===== src/rtl/vend_arbiter.sv =====
// vend_arbiter: round-robin session arbiter sharing one drink machine
// between two customers. IDLE picks an owner, SERVE forwards the owner's
// coin, WAIT routes the machine's dispense/change answer back to the owner.
// Optional feature macro: VEND_ARB_TIMEOUT_EN. When it is defined, an idle
// owner is force-cancelled after TIMEOUT coin-less SERVE cycles.
module vend_arbiter #(
  parameter int unsigned TIMEOUT = 8
) (
  input  logic       clk,
  input  logic       reset,
  input  logic       req0,
  input  logic       req1,
  input  logic [1:0] coin0,
  input  logic [1:0] coin1,
  output logic       coin_rdy0,
  output logic       coin_rdy1,
  output logic [1:0] grant,
  output logic [1:0] coin_out,
  input  logic       drink_in,
  input  logic [1:0] back_in,
  output logic       drink0,
  output logic       drink1,
  output logic [1:0] back0,
  output logic [1:0] back1
);

  localparam int unsigned CNT_W       = 8;
  localparam logic [1:0]  COIN_NONE   = 2'b00;
  localparam logic [1:0]  COIN_CANCEL = 2'b11;

  typedef enum logic [1:0] {
    S_IDLE  = 2'd0,
    S_SERVE = 2'd1,
    S_WAIT  = 2'd2
  } state_t;

  state_t     state, state_d;
  logic       owner, owner_d;
  logic       rr_last, rr_last_d;
  logic       cancel, cancel_d;
  logic [1:0] grant_d;
  logic [1:0] owner_coin;
  logic       pick;
  logic       timeout_hit;

`ifdef VEND_ARB_TIMEOUT_EN
  logic [CNT_W-1:0] cnt, cnt_d;
  assign timeout_hit = (cnt == CNT_W'(TIMEOUT - 1));
`else
  logic [CNT_W-1:0] timeout_unused;
  assign timeout_hit    = 1'b0;
  assign timeout_unused = CNT_W'(TIMEOUT);
`endif

  // Contention goes to the customer that was not served last.
  assign pick       = (req0 && req1) ? ~rr_last : req1;
  assign owner_coin = owner ? coin1 : coin0;

  // State, owner, pointer, cancel flag and grant registers.
  always_ff @(posedge clk) begin
    if (reset) begin
      state   <= S_IDLE;
      owner   <= 1'b0;
      rr_last <= 1'b1;
      cancel  <= 1'b0;
      grant   <= 2'b00;
`ifdef VEND_ARB_TIMEOUT_EN
      cnt     <= '0;
`endif
    end else begin
      state   <= state_d;
      owner   <= owner_d;
      rr_last <= rr_last_d;
      cancel  <= cancel_d;
      grant   <= grant_d;
`ifdef VEND_ARB_TIMEOUT_EN
      cnt     <= cnt_d;
`endif
    end
  end

  // Next-state logic and combinational routing of coins, dispense and change.
  always_comb begin
    state_d   = state;
    owner_d   = owner;
    rr_last_d = rr_last;
    cancel_d  = cancel;
    grant_d   = grant;
`ifdef VEND_ARB_TIMEOUT_EN
    cnt_d     = cnt;
`endif
    coin_out  = COIN_NONE;
    coin_rdy0 = 1'b0;
    coin_rdy1 = 1'b0;
    drink0    = 1'b0;
    drink1    = 1'b0;
    back0     = 2'b00;
    back1     = 2'b00;

    case (state)
      S_IDLE: begin
        if (req0 || req1) begin
          owner_d = pick;
          grant_d = pick ? 2'b10 : 2'b01;
          state_d = S_SERVE;
`ifdef VEND_ARB_TIMEOUT_EN
          cnt_d   = '0;
`endif
        end
      end

      S_SERVE: begin
        if (timeout_hit) begin
          // Forced cancel on behalf of an idle owner; the owner's coin is refused.
          coin_out = COIN_CANCEL;
          cancel_d = 1'b1;
          state_d  = S_WAIT;
`ifdef VEND_ARB_TIMEOUT_EN
          cnt_d    = '0;
`endif
        end else begin
          coin_rdy0 = ~owner;
          coin_rdy1 = owner;
          coin_out  = owner_coin;
          if (owner_coin != COIN_NONE) begin
            cancel_d = (owner_coin == COIN_CANCEL);
            state_d  = S_WAIT;
`ifdef VEND_ARB_TIMEOUT_EN
            cnt_d    = '0;
`endif
          end else begin
`ifdef VEND_ARB_TIMEOUT_EN
            cnt_d = cnt + CNT_W'(1);
`endif
          end
        end
      end

      S_WAIT: begin
        drink0 = drink_in & ~owner;
        drink1 = drink_in & owner;
        back0  = owner ? 2'b00 : back_in;
        back1  = owner ? back_in : 2'b00;
        if (drink_in || cancel) begin
          state_d   = S_IDLE;
          grant_d   = 2'b00;
          rr_last_d = owner;
          cancel_d  = 1'b0;
        end else begin
          state_d = S_SERVE;
        end
      end

      default: begin
        state_d = S_IDLE;
        grant_d = 2'b00;
      end
    endcase

    // A reset cycle forwards nothing, even mid-session.
    if (reset) begin
      coin_out  = COIN_NONE;
      coin_rdy0 = 1'b0;
      coin_rdy1 = 1'b0;
      drink0    = 1'b0;
      drink1    = 1'b0;
      back0     = 2'b00;
      back1     = 2'b00;
    end
  end

endmodule


===== config.mk =====
export PLATFORM = sky130hd
export DESIGN_NAME = vend_arbiter
export DESIGN_NICKNAME = d
export VERILOG_FILES = /design/src/rtl/vend_arbiter.sv
export SDC_FILE = /design/constraint.sdc
export NUM_CORES = 1
export LEC_CHECK = 0
export ABC_AREA = 1
export BUFFER_PORTS_ARGS = -buffer_cell sky130_fd_sc_hd__buf_2
export CORE_AREA = 2 2 39 41
export DETAILED_ROUTE_END_ITERATION = 7
export DIE_AREA = 0 0 41 43
export PLACE_DENSITY_LB_ADDON = 0.08
export SKIP_CTS_REPAIR_TIMING = 1
export SYNTH_ARGS = -nofsm -noshare
export SYNTH_HDL_FRONTEND = slang
export SYNTH_SLANG_ARGS = --single-unit

===== constraint.sdc =====
create_clock -name clk -period 1.2 [get_ports clk]
set_input_delay 0.06 -clock clk [delete_from_list [all_inputs] [get_ports clk]]
set_output_delay 0.06 -clock clk [all_outputs]
set_load 0.1 [all_outputs]

==> results.py, run 1 <==
metrics = {
    "synth": {
        "avgSynthCellArea_um2": 6.29,
        "synth-async-reset-ratio": 0,
        "synth_top_cell_by_area": "dfxtp_1",
        "synth_ff_type": "dfxtp_1",
        "synth_cells": 71,
        "ys_warn_count": 0,
        "ys_ff_latch": 7,
        "synth_area_leaders": "dfxtp_1 31%, nand2_1 11%, nand2_2 9.8%, nor2_1 9.2%, nor3_1 7.8%",
        "ys_seq_area_frac": 0.314,
        "synth_top_area_frac": 0.314,
        "syn-num-nets": 82,
        "synth_edf_count": 0,
        "synthesis.area_um2": 447,
        "ys_types": 18,
    },
    "finish": {
        "design_area_um2": 967,
        "fin_util": 0.699,
        "n_antenna_cell": 0,
        "fin_cells": 117,
        "layout-drive-gt1-share": 0.614,
        "area_growth_pct": 117,
        "nets": 113,
    },
    "placement": {
        "dp_slack_ps": 134,
        "dp.cells": 110,
        "io_buffers": 22,
        "dp_hpwl_um": 983,
        "place_congestion": 0.825,
        "place_area_um2": 875,
    },
    "power": {
        "peakVddDrop_mv": 0.746,
        "power_density_mw_per_mm2": 935,
        "finalPower_uw": 905,
        "cellLeakagePower_nw": 0.447,
    },
    "detailed_routing": {
        "wl_mm": 1.18,
        "antenna_left": 0,
        "via_count": 541,
        "wire_per_inst_um": 10.0,
        "drc": 0,
        "drt-pass1-iter-count": 3,
        "drt-vias-per-instance": 4.62,
        "drtIter0Drc": 4,
    },
    "cts": {
        "clock_sinks": 7,
        "cts-root-buf": "clkbuf_4",
        "cts_tree": "yes",
        "clk_latency_ps": 260,
        "cts_max_level": 1,
        "cts_buffer_depth": 2,
        "clk_pin_slew_ps": 50,
        "numCtsBuffers": 3,
    },
    "global_routing": {
        "grt_use_total": 0.156,
        "overflow": 0,
        "first_global_vias": 443,
        "grt_max_degree": 9,
        "grt_pass1_wl_mm": 1.87,
        "antenna_found_initial": 0,
    },
    "timing": {
        "fin_worst_skew_ps": 6.60,
        "layout_min_cycle_time_ps": 1260,
        "fin_crit_sh": 1.05,
        "fin_ws_ps": -59.4,
        "max_freq_mhz": 794,
        "slew_viol_final": 0,
        "setup_viol": 10,
        "rsz0062_at_grt": "yes",
        "maxSlewHeadroom": 0.678,
        "hold_viol": 0,
        "worst_slew_pin_slew_ps": 486,
    },
    "worst_setup_path": {
        "r2r-end": "cancel$_SDFFE_PP0P_",
        "cp_max_fo": 5,
        "path_class": "register to output pin",
        "end_kind": "output pin",
        "cp.required_ps": 1140,
        "crit_arrival_ps": 1200,
        "r2r_start": "owner$_SDFFE_PP0P_",
        "cp_slowest_cell": "dfxtp_4",
        "cpPeakStageDelay_ps": 380,
        "cp-start-kind": "register",
        "path_cells": "inv_8, nand2_8, nor3_4, buf_12",
        "r2r_slack_ps": 160,
        "worstRegToRegCells": 7,
    },
    "run": {
        "cap_violations": 0,
    },
    "floorplan": {
        "initial_utilization": 0.323,
        "die_w_um": 41,
        "rows": 14,
        "die_area_mm2": 0.00176,
        "pin_count": 23,
        "die_h_um": 43,
        "core-area_mm2": 0.00138,
    },
    "hold_path": {
        "holdPathEnd": "grant[1]$_SDFFE_PP0P_",
        "hold_path_class": "primary input to register",
        "min-delay-start": "reset",
        "hold_depth": 2,
    },
    "status": {
        "failed_checks": "setup timing",
        "status": "finished, violations left",
    },
}
## per-stage QoR
step	TNS [ps]	hold slack, ps
floorplan	-1170	115
global placement	0	299
detailed placement	0	298
CTS	-881	35.7
global route	-887	38.3
finish	-369	38.8
## cells in the final DEF, fill, tap and decap left out, types with 2 or more instances in the layout
master	instances
dfxtp_1	2
nand2_8	2
nor3_4	6
nand2_4	4
nand3_1	3
inv_1	6
dfxtp_4	3
dfxtp_2	2
buf_12	10
clkinv_1	2
buf_2	12
inv_2	2
a21oi_1	3
nand2_2	4
clkbuf_4	3
nor2_4	5
buf_4	4
nand2_1	10
nor2_1	7
## synthesized netlist by cell type, types with 2 or more instances
library cell and instances:
a21oi_1 3, nor2_1 11, inv_2 4, dfxtp_1 7
nand3_1 3, nor3_1 7, clkinv_1 2, nand2_1 13
nand2_2 7, inv_1 6
## routing by layer
metal	vias up	global-route usage	routed length, um
met2	17	0.225	589
li1	287	-	-
met4	0	0.100	21
met1	235	0.202	502
met3	2	0.0314	62
met5	-	0	0
## cell type report
| type | instances | area (um2) |
|---|---|---|
| flip-flops and latches | 7 | 154 |
| fillers | 107 | 417 |
| inverters | 12 | 57.6 |
| repair buffers | 26 | 290 |
| clock buffers | 4 | 26.3 |
| multi-input cells | 52 | 419 |
| well taps | 16 | 20.0 |
## worst max-delay path, delay by kind of cell, from the launching register on
| kind | cells | cell delay (ps) |
|---|---|---|
| and+or+nand+nor | 2 | 280 |
| DFF | 1 | 380 |
| buffers and inverters | 2 | 280 |
## power breakdown
part	switching, mW	total (mW)	internal [mW]	leakage (nW)
sequential	0.0293	0.286	0.257	0.0603
clock	0.0880	0.215	0.127	0.0150
combinational	0.273	0.403	0.130	0.372
## flip-flops by register name (all words and copies together), names as in the netlist
signal and flops:
owner 1, grant 2, state 2, cancel 1
rr_last 1
## cell families (layout without fill, tap and decap cells)
| family | Yosys count | count (layout) | synth area share |
|---|---|---|---|
| and+or+nand+nor | 44 | 44 | 0.465 |
| buffers and inverters | 12 | 42 | 0.101 |
| AOI/OAI and AO/OA | 8 | 8 | 0.120 |
| DFF | 7 | 7 | 0.314 |
## how the worst max path moves through the flow
stage | start | slack (ps) | to | cells after the start
3_3_place_gp | owner$_SDFFE_PP0P_ | 150 | cancel$_SDFFE_PP0P_ | 7
4_1_cts | state[0]$_SDFFE_PP0P_ | -140 | coin_rdy0 | 5
3_5_place_dp | owner$_SDFFE_PP0P_ | 130 | cancel$_SDFFE_PP0P_ | 7
2_1_floorplan | state[0]$_SDFFE_PP0P_ | -170 | back0[0] | 3
5_1_grt | owner$_SDFFE_PP0P_ | -110 | back0[0] | 4
6_report | owner$_SDFFE_PP0P_ | -60 | back0[0] | 4
Power figures use the tool's default switching activity.
==> inputs of run 2 (changes only) <==
--- a/config.mk
+++ b/config.mk
@@ -5,7 +5,6 @@
 export SDC_FILE = /design/constraint.sdc
 export NUM_CORES = 1
 export LEC_CHECK = 0
-export ABC_AREA = 1
 export BUFFER_PORTS_ARGS = -buffer_cell sky130_fd_sc_hd__buf_2
 export CORE_AREA = 2 2 39 41
 export DETAILED_ROUTE_END_ITERATION = 7
==> results.py, run 2 <==
metrics = {
    "synth": {
        "synth_most_common_cell": "nor2_1",
        "synth_commonest_cells": "10 x nor2_1, 7 x dfxtp_1, 7 x nand2_1",
        "ys_warn_count": 0,
        "synth_edf_count": 0,
        "avgSynthCellArea_um2": 7.55,
        "syn-num-nets": 70,
        "synthesis.area_um2": 445,
        "synth_top_area_frac": 0.315,
        "ys_types": 25,
        "ys_seq_area_frac": 0.315,
        "synth-async-reset-ratio": 0,
        "synth_ff_type": "dfxtp_1",
        "ys_ff_latch": 7,
        "synth_top_cell_by_area": "dfxtp_1",
        "synth_cells": 59,
        "synth_area_leaders": "dfxtp_1 31%, nor2_1 8.4%, nand2_1 5.9%, mux2i_1 4.5%, nor3_2 4.5%",
    },
    "placement": {
        "place_congestion": 0.795,
        "dp_hpwl_um": 967,
        "io_buffers": 22,
    },
    "floorplan": {
        "initial_utilization": 0.322,
        "pin_count": 23,
        "die_h_um": 43,
        "die_area_mm2": 0.00176,
        "die_w_um": 41,
        "rows": 14,
        "core-area_mm2": 0.00138,
    },
    "cts": {
        "numCtsBuffers": 3,
        "cts_tree": "yes",
        "clock_sinks": 7,
        "cts_buffer_depth": 2,
        "clk_latency_ps": 260,
        "cts_max_level": 1,
        "cts-root-buf": "clkbuf_4",
        "clk_pin_slew_ps": 60,
    },
    "timing": {
        "slew_viol_final": 0,
        "maxSlewHeadroom": 0.680,
        "max_freq_mhz": 754,
        "fin_ws_ps": -127,
        "setup_viol": 10,
        "timing.hold.ws_ps": 102,
        "rsz0062_at_grt": "yes",
        "worst_slew_pin_slew_ps": 484,
        "fin_crit_sh": 1.11,
        "fin_worst_skew_ps": 5.28,
        "final.setup.tns_ps": -1010,
        "hold_viol": 0,
        "layout_min_cycle_time_ps": 1330,
    },
    "finish": {
        "mostFrequentLayoutCell": "buf_2",
        "most-common-layout-cells": "12 x buf_2, 10 x buf_12, 10 x buf_4",
        "area_growth_pct": 113,
        "reg_top3": "grant: 2 flops, state: 2 flops",
        "nets": 105,
        "layout-drive-gt1-share": 0.677,
        "n_antenna_cell": 0,
    },
    "detailed_routing": {
        "antenna_left": 0,
        "via_count": 550,
        "drt-pass1-iter-count": 4,
        "drt-vias-per-instance": 5.05,
        "drc": 0,
        "wl_mm": 1.20,
        "wire_per_inst_um": 11.0,
        "drtIter0Drc": 6,
    },
    "worst_setup_path": {
        "crit_arrival_ps": 1270,
        "cp-start-kind": "register",
        "r2r-end": "state[1]$_SDFFE_PP0P_",
        "r2r_start": "state[1]$_SDFFE_PP0P_",
        "path_cells": "and2b_2, nand2_2, nor3_4, buf_12",
        "cp_slowest_cell": "dfxtp_4",
        "cpPeakStageDelay_ps": 350,
        "worstRegToRegCells": 5,
        "path_class": "register to output pin",
        "r2r_slack_ps": 100,
        "cp.required_ps": 1140,
        "path_buf_inv": 1,
        "crit_family": "simple AND/OR/NAND/NOR gates",
        "end_kind": "output pin",
        "cp_max_fo": 3,
        "crit_start": "state[1]$_SDFFE_PP0P_",
    },
    "global_routing": {
        "grt_pass1_wl_mm": 1.79,
        "overflow": 0,
        "first_global_vias": 465,
        "grt_use_total": 0.152,
        "antenna_found_initial": 0,
        "grt_max_degree": 9,
    },
    "power": {
        "power_density_mw_per_mm2": 895,
        "peakVddDrop_mv": 0.625,
        "cellLeakagePower_nw": 0.375,
    },
    "run": {
        "cap_violations": 0,
    },
    "status": {
        "failed_checks": "setup timing",
        "status": "finished, violations left",
    },
    "hold_path": {
        "hold_depth": 3,
        "min-delay-start": "reset",
        "holdPathEnd": "state[0]$_SDFFE_PP0P_",
        "hold_path_class": "primary input to register",
    },
}
-- run 2: metrics by stage --
| stage | setup slack (ps) | util | area [um2] | std cells | power, mW |
|---|---|---|---|---|---|
| finish | -127 | 0.686 | 950 | 109 | 0.850 |
| detailed placement | 48.4 | 0.612 | 847 | 100 | 0.600 |
| global route | -181 | 0.686 | 950 | 109 | 0.897 |
| floorplan | -308 | - | 548 | 59 | 0.506 |
| global placement | 76.1 | 0.612 | 847 | 100 | 0.599 |
| CTS | -222 | 0.631 | 873 | 104 | 0.821 |
-- run 2: per-layer routing --
metal / up-vias / global-route usage / wire [um]
met3: 4 / 0.0471 / 59
met4: 0 / 0.100 / 17
met2: 17 / 0.222 / 602
met5: - / 0 / 0
met1: 252 / 0.181 / 525
li1: 277 / - / -
-- run 2: cells by family (layout without fill, tap and decap cells) --
group	Yosys count	after routing	share of synthesized area
AO/OA/AOI/OAI	13	13	0.194
AND/OR/NAND/NOR	32	32	0.388
multiplexers	2	2	0.0449
buffers and inverters	5	39	0.0590
flip-flops	7	7	0.315
-- run 2: layout make-up --
class	count	area [um2]
fillers	112	434
multi-input cells	47	403
repair buffers	32	335
flip-flops and latches	7	154
clock buffers	4	26.3
well taps	16	20.0
inverters	3	11.3
-- run 2: worst max-delay path by stage --
stage,cells past startpoint,endpoint
CTS,3,coin_out[1]
global placement,4,drink0
global route,4,drink0
floorplan,3,back0[0]
finish,4,drink0
detailed placement,3,coin_out[1]
-- run 2: where the power goes --
part           total [mW]  switching (mW)  leakage (nW)  internal, mW
Combinational       0.358           0.225         0.300         0.133
Sequential          0.272          0.0209        0.0602         0.251
Clock               0.220          0.0925        0.0150         0.127
Total               0.850           0.339         0.375         0.512
-- run 2: worst reg2reg max path: cells and delay by family, from the launching register on --
kind,cells,cell delay [ps]
flops,1,340
simple gates,3,390
buf+inv,2,290
